==> config.mk <==
export PLATFORM = sky130hd
export DESIGN_NAME = fetch_align
export DESIGN_NICKNAME = d
export VERILOG_FILES = /design/src/rtl/fetch_align.sv
export SDC_FILE = /design/constraint.sdc
export NUM_CORES = 1
export LEC_CHECK = 0
export BUFFER_PORTS_ARGS = -buffer_cell sky130_fd_sc_hd__buf_4
export CAP_MARGIN = 15
export CORE_UTILIZATION = 55
export DETAILED_ROUTE_END_ITERATION = 12
export GPL_TIMING_DRIVEN = 0
export PLACE_DENSITY_LB_ADDON = 0.08
export RECOVER_POWER = 100
export SYNTH_ARGS = -nofsm -noshare
export SYNTH_HDL_FRONTEND = slang
export SYNTH_SLANG_ARGS = --single-unit
==> constraint.sdc <==
create_clock -name clk -period 5 [get_ports clk]
set_input_delay 1 -clock clk [delete_from_list [all_inputs] [get_ports clk]]
set_output_delay 1 -clock clk [all_outputs]
set_load 0.1 [all_outputs]
==> src/rtl/fetch_align.sv <==
// Fetch PC owner: issues halfword-aligned requests to prefetch, sizes each window
// as 16/32-bit and buffers fetched instructions in a small skid queue toward decode.
//   state | meaning
//   FLUSH | one idle cycle after reset/redirect, no request
//   RUN   | requesting while the skid queue has room
module fetch_align #(
  parameter int               XLEN       = 32,
  parameter logic [XLEN-1:0]  RESET_PC   = XLEN'(32'h8000_0000),
  parameter int               SKID_DEPTH = 2
) (
  input  logic            clk,
  input  logic            reset,
  input  logic            redirect_i,
  input  logic [XLEN-1:0] redirect_pc_i,
  output logic            pref_req_o,
  output logic [XLEN-1:0] pref_pc_o,
  output logic            pref_misalign_o,
  output logic            pref_is_comp_o,
  output logic            pref_clear_o,
  input  logic            pref_ack_i,
  input  logic [31:0]     pref_instr_i,
  output logic            id_valid_o,
  input  logic            id_ready_i,
  output logic [31:0]     id_instr_o,
  output logic [XLEN-1:0] id_pc_o,
  output logic            id_is_comp_o
);

  localparam int PW = $clog2(SKID_DEPTH);
  localparam int CW = PW + 1;

  typedef enum logic {FLUSH, RUN} state_t;

  state_t          state, next_state;
  logic [XLEN-1:0] pc;
  logic [CW-1:0]   count;
  logic [PW-1:0]   wr_ptr, rd_ptr;
  logic            accept, dequeue;
  logic [31:0]     enq_instr;

  logic [31:0]     q_instr [SKID_DEPTH];
  logic [XLEN-1:0] q_pc    [SKID_DEPTH];
  logic            q_comp  [SKID_DEPTH];

  always_ff @(posedge clk or negedge reset) begin
    if (!reset) state <= FLUSH;
    else        state <= next_state;
  end

  always_comb begin
    next_state   = state;
    pref_req_o   = 1'b0;
    pref_clear_o = redirect_i;
    if (redirect_i) begin
      next_state = FLUSH;
    end else if (state == FLUSH) begin
      next_state = RUN;
    end else begin
      pref_req_o = (count < CW'(SKID_DEPTH));
    end
  end

  assign pref_pc_o       = pc;
  assign pref_misalign_o = pc[1];
  assign pref_is_comp_o  = (pref_instr_i[1:0] != 2'b11);
  assign enq_instr       = pref_is_comp_o ? {16'h0, pref_instr_i[15:0]} : pref_instr_i;

  // pref_req_o already excludes redirect cycles, so a coincident ack is dropped here
  assign accept  = pref_req_o && pref_ack_i;
  assign id_valid_o = (count != '0);
  assign dequeue = id_valid_o && id_ready_i;

  assign id_instr_o   = q_instr[rd_ptr];
  assign id_pc_o      = q_pc[rd_ptr];
  assign id_is_comp_o = q_comp[rd_ptr];

  always_ff @(posedge clk or negedge reset) begin
    if (!reset) begin
      pc     <= RESET_PC;
      count  <= '0;
      wr_ptr <= '0;
      rd_ptr <= '0;
      for (int i = 0; i < SKID_DEPTH; i++) begin
        q_instr[i] <= 32'h0000_0013;
        q_pc[i]    <= '0;
        q_comp[i]  <= 1'b0;
      end
    end else if (redirect_i) begin
      pc     <= redirect_pc_i & ~XLEN'(1);
      count  <= '0;
      wr_ptr <= '0;
      rd_ptr <= '0;
    end else begin
      if (accept) begin
        q_instr[wr_ptr] <= enq_instr;
        q_pc[wr_ptr]    <= pc;
        q_comp[wr_ptr]  <= pref_is_comp_o;
        wr_ptr          <= wr_ptr + PW'(1);
        pc              <= pc + (pref_is_comp_o ? XLEN'(2) : XLEN'(4));
      end
      if (dequeue) rd_ptr <= rd_ptr + PW'(1);
      count <= count + CW'(accept) - CW'(dequeue);
    end
  end

endmodule

==> summary.txt, run 1 <==
Outcome
  – Status: finished with violations
  – Failing checks: max-capacitance violations, max-slew violations

STA
  – Final worst slack: 0.933 ns
  – Skew final: just under 0.007 ns
  – Fin crit period: 4.07 ns
  – Setup violation total in the final timing report: 0
  – Fin. Hold Viols: 0
  – Post-Route Setup TNS: 0 ns
  – F_max: about 250 MHz
  – RSZ-0062 raised after global routing: false
  – Fin. max-slew vios: just under 90
  – Max-slew headroom: -39.1%
  – Slew @ Worst Pin: 2.09 ns
  – Final period utilization: 81.3%

Placed design
  – Placed cells: approximately 1100
  – Port bufs: 167
  – DP Wirelength: 13400 µm
  – Pre-CTS WS: 1.49 ns
  – Routability cong.: 0.800

Pwr
  – Clk network pwr share: around 18%
  – Combinational fraction of design power: around half
  – Power per cell area: ~700 nW/µm²
  – Leakage: 4.35 nW
  – Psw: 3.49 mW
  – Peak VDD IR: 0.428 mV
  – Sequential power share: 30.2%
  – P_int: 3.12 mW
  – Switching Fraction: 52.8%

Clock network
  – Clock Tree Root: clkbuf_16
  – Post-CTS setup buffer count: 0
  – CTS HTree Levels: 4
  – CTS Buffer Depth: 2
  – Clock Latency Late Sink: 0.42 ns
  – Clock slew at reported path FFs: 0.06 ns
  – TritonCTS buffer count: 17
  – CTS tree: yes
  – Cts hold-fix bufs: 0
  – CTS resizes: 0
  – Clock sink total: 164

Logic synthesis
  – Top cells by count, synth: nand2_1 (224), dfrtp_1 (157), mux2_2 (115), o21ai_0 (57), clkbuf_1 (30)
  – Mean Syn Cell Area: 10.5 µm²
  – Post-synth top area share: 51.4%
  – Share of flip-flops with an asynchronous set or reset: 100%
  – Post-synthesis cell type count: 44
  – Synth Instances: 729
  – Post-Syn Area: 7650 µm²
  – Register area share after synthesis: around 54%
  – Top_reg_cell synth: dfrtp_1
  – Post-synth EDFFs: 0
  – Largest cells by area after synthesis: dfrtp_1 (51%), mux2_2 (17%), nand2_1 (11%), o21ai_0 (3.7%), dfstp_2 (2.4%)
  – Post-synth top area cell: dfrtp_1
  – Flops & latches, synth: between 150 and 200
  – Most common cell in the netlist: nand2_1
  – Yosys warns: 0

Routing
  – DRT antenna net count: 0
  – Drt drc: 0
  – Routed len/inst: between 15 and 20 µm
  – Detailed Route Iter0 Violations: 437
  – Met2 Routed Length: 9770 µm
  – Uppermost layer routed: met4
  – WL final: 19500 µm
  – Drt pass-1 iters: 5
  – Detail-routed via count per cell: 5.53
  – Via count: between 6000 and 7000
  – Routed length on met3: between 1000 and 1500 µm
  – M1 wire length: between 8000 and 9000 µm

Critical path
  – Type of origin of the critical path: flip-flop
  – FF-to-FF path depth: 8
  – Cell seen most often among critical-path stages: clkbuf_1
  – Worst path cell trace: clkbuf_1, clkbuf_1, mux2_2, clkbuf_1
  – CP Capture Type: output pin
  – Crit path max fanout: 10
  – Worst R2R Setup Slack: 2.51 ns
  – Worst endpoint data arrival time: just over 3 ns
  – CP delay by family, top: buffers and inverters
  – Worst Path Required: 4.00 ns
  – Levels on crit path: 4
  – Worst Path Buf+Inv: 3
  – Slowest cell on crit path: clkbuf_1
  – Crit Path Class: reg2out
  – Max incr delay on CP: 0.85 ns

Hold path
  – Hold path cells: 2
  – Worst Hold Class: reg2reg

Floorplan
  – Starting Density: between 50 and 60%
  – I/O pins: 171
  – Core area: 13400 µm²
  – Number of cell rows: 42
  – Die Area: 14400 µm²
  – Die height: 120 µm
  – Die extent in x: 120 µm

Finish
  – Layout cell share with drive strength beyond 1: 24.5%
  – Antenna Cells: 0
  – P&R area growth vs syn: 21.3%
  – Non-Filler Instances: 1104
  – Final nets: 990

GRT
  – Vias in the first global route: slightly above 6000
  – Grt total ovfl: 0
  – Initial antenna violation count: 0
  – First-pass GRT wire length: 30900 µm
  – Total GRT Usage: 28.0%
  – Largest net degree at the start of global routing: 87

Flow run
  – Max Cap Viol: 1
[sequential cells by signal, indices dropped and copies added, names as in the netlist]
signal,flops
q_instr,64
state,1
count,2
rd_ptr,1
q_comp,2
pref_pc_o,31
wr_ptr,1
q_pc,62
[worst min-delay path: stages, from the launching register on]
cell and delay [ns]:
dfstp_2 0.37, nand2_1 0.05, nand2_1 0.04
[routing by layer]
layer	global-route usage [%]	up-vias
met5	0	-
met4	9.77	0
met3	5.37	26
met2	47.4	211
met1	36.0	3028
li1	-	2838
[power by group through the flow]
| stage | combinational (mW) | clock [mW] | sequential (mW) |
|---|---|---|---|
| after floorplan | 2.80 | 0 | 2.11 |
| after global placement | 3.62 | 0 | 1.97 |
| after detailed placement | 3.67 | 0 | 2.01 |
| after CTS | 3.69 | 1.20 | 1.99 |
| after global routing | 3.56 | 1.25 | 2.04 |
| final | 3.43 | 1.19 | 2.00 |
[kinds of logic (layout without fill, tap and decap cells)]
logic type | Yosys count | count (layout) | synth area share, %
buf+inv | 51 | 249 | 3.01
fa+ha+maj | 4 | 4 | 0.655
simple gates | 295 | 295 | 17.1
mux | 117 | 117 | 17.2
compound gates | 70 | 70 | 5.06
xor+xnor | 27 | 27 | 3.09
other cells | 1 | 2 | 0.0490
flops | 164 | 164 | 53.8
[layout by cell type (no fill, tap or decap), types with 2 or more instances in the layout]
cell,count
or3_1,2
nand4_1,17
buf_4,76
o211ai_1,7
ha_1,4
clkinv_2,5
nand2_1,224
mux2i_1,2
mux2_2,107
clkbuf_2,2
clkbuf_16,17
and2_1,2
conb_1,2
o311ai_0,2
clkbuf_1,136
clkbuf_8,5
inv_1,7
nor3_1,5
dfstp_2,7
and3_1,4
and4_1,3
nor2_1,9
o21ai_0,57
xnor2_1,11
nand3_1,16
xor2_1,16
mux2_1,8
dfrtp_1,157
[layout make-up]
cell class	instances	area, µm²
buffer	44	181
clock buffer	25	505
clock inverter	5	25.0
fill	1134	4130
inverter	7	26.3
multi-input combinational	515	3290
sequential	164	4110
tap	176	220
timing repair buffer	168	910
[worst paths after layout]
kind                              startpoint       endpoint
worst max register to register  pref_pc_o[2]  pref_pc_o[29]
worst min register to register   q_instr[33]    q_instr[33]
worst max-delay path                  rd_ptr    id_pc_o[15]
min in group asynchronous              reset    q_instr[60]
max in group asynchronous              reset  pref_pc_o[23]
worst min-delay path             q_instr[33]    q_instr[33]
[per-stage QoR]
stage / hold slack [ns] / total power, mW / util, % / area, µm²
3_5_place_dp: 0.448 / 5.68 / 68.3 / 9160
5_1_grt: 0.467 / 6.85 / 69.2 / 9270
2_1_floorplan: 0.438 / 4.92 / - / 7650
3_3_place_gp: 0.445 / 5.60 / 68.1 / 9120
4_1_cts: 0.460 / 6.88 / 72.3 / 9690
6_report: 0.458 / 6.61 / 69.2 / 9270
Note: power is estimated with default switching activity, not from simulation.
==> run 2: changes to the inputs <==
Settings changed: CORE_UTILIZATION 55 to 49.
Clock period 5 ns to 3.6 ns, I/O delays scaled along.
==> run 2 against run 1 <==
Against the previous run:
- highest routed layer unchanged
- count of clock-buffer cells in the layout fell by 3
- setup slack worse by 0.65 ns
- routed wire length down 0.76%
- via count shrank 1.2%
- the run still ends with max-capacitance violations, max-slew violations left
- cell count rose by 1.3%
==> summary.txt, run 2 (same netlist as run 1, synthesis figures left out) <==
Outcome
  – Status: finished with violations
  – Failing checks: max-capacitance violations, max-slew violations

STA
  – Setup violation total in the final timing report: 0 (unchanged)
  – Max-slew headroom: -70.5% (-31 points)
  – Fin. max-slew vios: 103 (+18%)
  – RSZ-0062 raised after global routing: false
  – Post-Route Setup TNS: 0 ns (unchanged)
  – Final worst slack: 0.279 ns (-0.654 ns)
  – F_max: roughly 300 MHz
  – Fin. Hold Viols: 0 (unchanged)
  – Final period utilization: 92.2%
  – Slew @ Worst Pin: 2.56 ns (+0.472 ns)
  – Fin crit period: 3.32 ns
  – Skew final: 0.00753 ns (+0.000670 ns)

Pwr
  – Peak VDD IR: 0.665 mV (+55%)
  – Sequential power share: 29.4% (-0.8 points)
  – Leakage: 4.53 nW (+4.2%)
  – P_int: 4.56 mW (+46%)
  – Switching Fraction: 51.5% (-1.3 points)
  – Power per cell area: 996 nW/µm² (+40%)
  – Clk network pwr share: 19.5% (+1.6 points)
  – Psw: 4.84 mW (+39%)
  – Combinational fraction of design power: 51.1% (-0.8 points)

Critical path
  – Type of origin of the critical path: flip-flop
  – Crit Path Class: reg2out
  – Worst endpoint data arrival time: 2.60 ns (-0.47 ns)
  – Worst Path Required: 2.88 ns (-1.12 ns)
  – Crit path max fanout: 10 (unchanged)
  – CP Capture Type: output pin

Routing
  – Detailed Route Iter0 Violations: 311 (-29%)
  – WL final: 19400 µm (-0.76%)
  – Drt pass-1 iters: 5 (unchanged)
  – Routed len/inst: 17.3 µm (-2.0%)
  – Detail-routed via count per cell: 5.39 (-2.4%)
  – DRT antenna net count: 0 (unchanged)
  – Via count: 6030 (-1.2%)
  – Drt drc: 0 (unchanged)

Clock network
  – Clock sink total: 164 (unchanged)
  – Cts hold-fix bufs: 0 (unchanged)
  – TritonCTS buffer count: 17 (unchanged)
  – Clock Tree Root: clkbuf_16
  – CTS tree: yes
  – Clock slew at reported path FFs: 0.06 ns (about the same)
  – Post-CTS setup buffer count: 0 (unchanged)
  – CTS HTree Levels: 4 (unchanged)
  – CTS Buffer Depth: 2 (unchanged)
  – Clock Latency Late Sink: 0.42 ns (about the same)
  – CTS resizes: 0 (unchanged)

Finish
  – Post-layout instance area: 9440 µm² (+1.8%)
  – Layout cell share with drive strength beyond 1: 30.2% (+5.8 points)
  – Non-Filler Instances: 1118 (+1.3%)
  – Final nets: 990 (unchanged)
  – Most common cell after layout, fill and taps aside: nand2_1
  – Most flops, register: q_instr
  – P&R area growth vs syn: 23.4%
  – Antenna Cells: 0 (unchanged)
  – Max reg flops: 64 (unchanged)
  – Commonest cells after routing, fill and taps aside: nand2_1 (224), dfrtp_1 (157), mux2_2 (110)

GRT
  – Initial antenna violation count: 0 (unchanged)
  – Total GRT Usage: 25.3% (-2.7 points)
  – Vias in the first global route: 6060 (-0.66%)
  – First-pass GRT wire length: 31200 µm (+1.1%)
  – Largest net degree at the start of global routing: 104 (+20%)
  – Grt total ovfl: 0 (unchanged)

Placed design
  – Dpl cell area: 9180 µm² (+0.22%)
  – Port bufs: 167 (unchanged)
  – Routability cong.: 0.820 (+2.5%)
  – DP Wirelength: 13700 µm (+2.2%)
  – Placed cells: 1086 (+1.1%)
  – Pre-CTS WS: 0.400 ns (-1.09 ns)

Floorplan
  – Die Area: 16100 µm² (+12%)
  – I/O pins: 171 (unchanged)
  – Die extent in x: 127 µm (+5.8%)
  – Core area: 15200 µm² (+13%)
  – Number of cell rows: 45 (+7.1%)
  – Die height: 127 µm (+5.8%)
  – Starting Density: 50.3% (-6.8 points)

Flow run
  – Max Cap Viol: 1 (unchanged)

Hold path
  – Worst Hold Class: reg2reg
==> run 2: changes by cell type in the layout (fill, tap and decap cells not counted), moves of 3 or more <==
| cell | delta |
|---|---|
| bufinv_16 | +3 |
| clkbuf_1 | -48 |
| clkbuf_2 | +47 |
| clkbuf_8 | -3 |
| mux2_1 | -3 |
| mux2_2 | +3 |
==> run 2: cell type report <==
| type | count | area, µm² |
|---|---|---|
| buffer | 44 | 189 |
| inverter | 7 | 26.3 |
| timing repair buffer | 168 | 985 |
| tap | 188 | 235 |
| fill | 1327 | 5760 |
| sequential | 164 | 4110 |
| clock buffer | 22 | 464 |
| multi-input combinational | 515 | 3300 |
| clock inverter | 10 | 131 |
==> run 2: metal layers <==
metal  GRT usage [%]  part of all wire [%]
met5               0                     0
met4            10.2                   2.1
met3            5.02                   5.0
met2            41.8                    49
met1            32.7                    44
==> run 2: power by group through the flow <==
| stage | Clock, mW | Combinational, mW | Sequential [mW] |
|---|---|---|---|
| 3_3_place_gp | 0 | 5.04 | 2.74 |
| 2_1_floorplan | 0 | 3.90 | 2.94 |
| 4_1_cts | 1.86 | 5.11 | 2.76 |
| 3_5_place_dp | 0 | 5.09 | 2.79 |
| 5_1_grt | 1.95 | 5.00 | 2.83 |
| 6_report | 1.83 | 4.80 | 2.76 |
==> run 2: worst paths after layout <==
| kind | from | endpoint | slack, ns | cells past startpoint |
|---|---|---|---|---|
| setup / recovery | rd_ptr | id_pc_o[11] | 0.28 | 4 |
| hold / removal | q_instr[33] | q_instr[33] | 0.46 | 2 |
| setup reg to reg | count[1] | q_pc[44] | 1.17 | 6 |
| hold reg to reg | q_instr[33] | q_instr[33] | 0.46 | 2 |
| max in group asynchronous | reset | q_pc[22] | 1.02 | 1 |
| min in group asynchronous | reset | q_instr[42] | 1.10 | 1 |
==> run 2: per-stage QoR <==
step | power, mW | hold slack [ns] | utilization, %
floorplan | 6.83 | 0.424 | -
global placement | 7.79 | 0.446 | 60.1
detailed placement | 7.89 | 0.450 | 60.4
CTS | 9.73 | 0.453 | 64.3
global route | 9.78 | 0.488 | 62.1
finish | 9.40 | 0.462 | 62.1
==> run 2: critical path, stage by stage, from the launching register on <==
cell	delay, ns
dfrtp_1	0.33
clkbuf_1	0.46
clkbuf_1	0.61
mux2_2	0.41
clkbuf_2	0.37
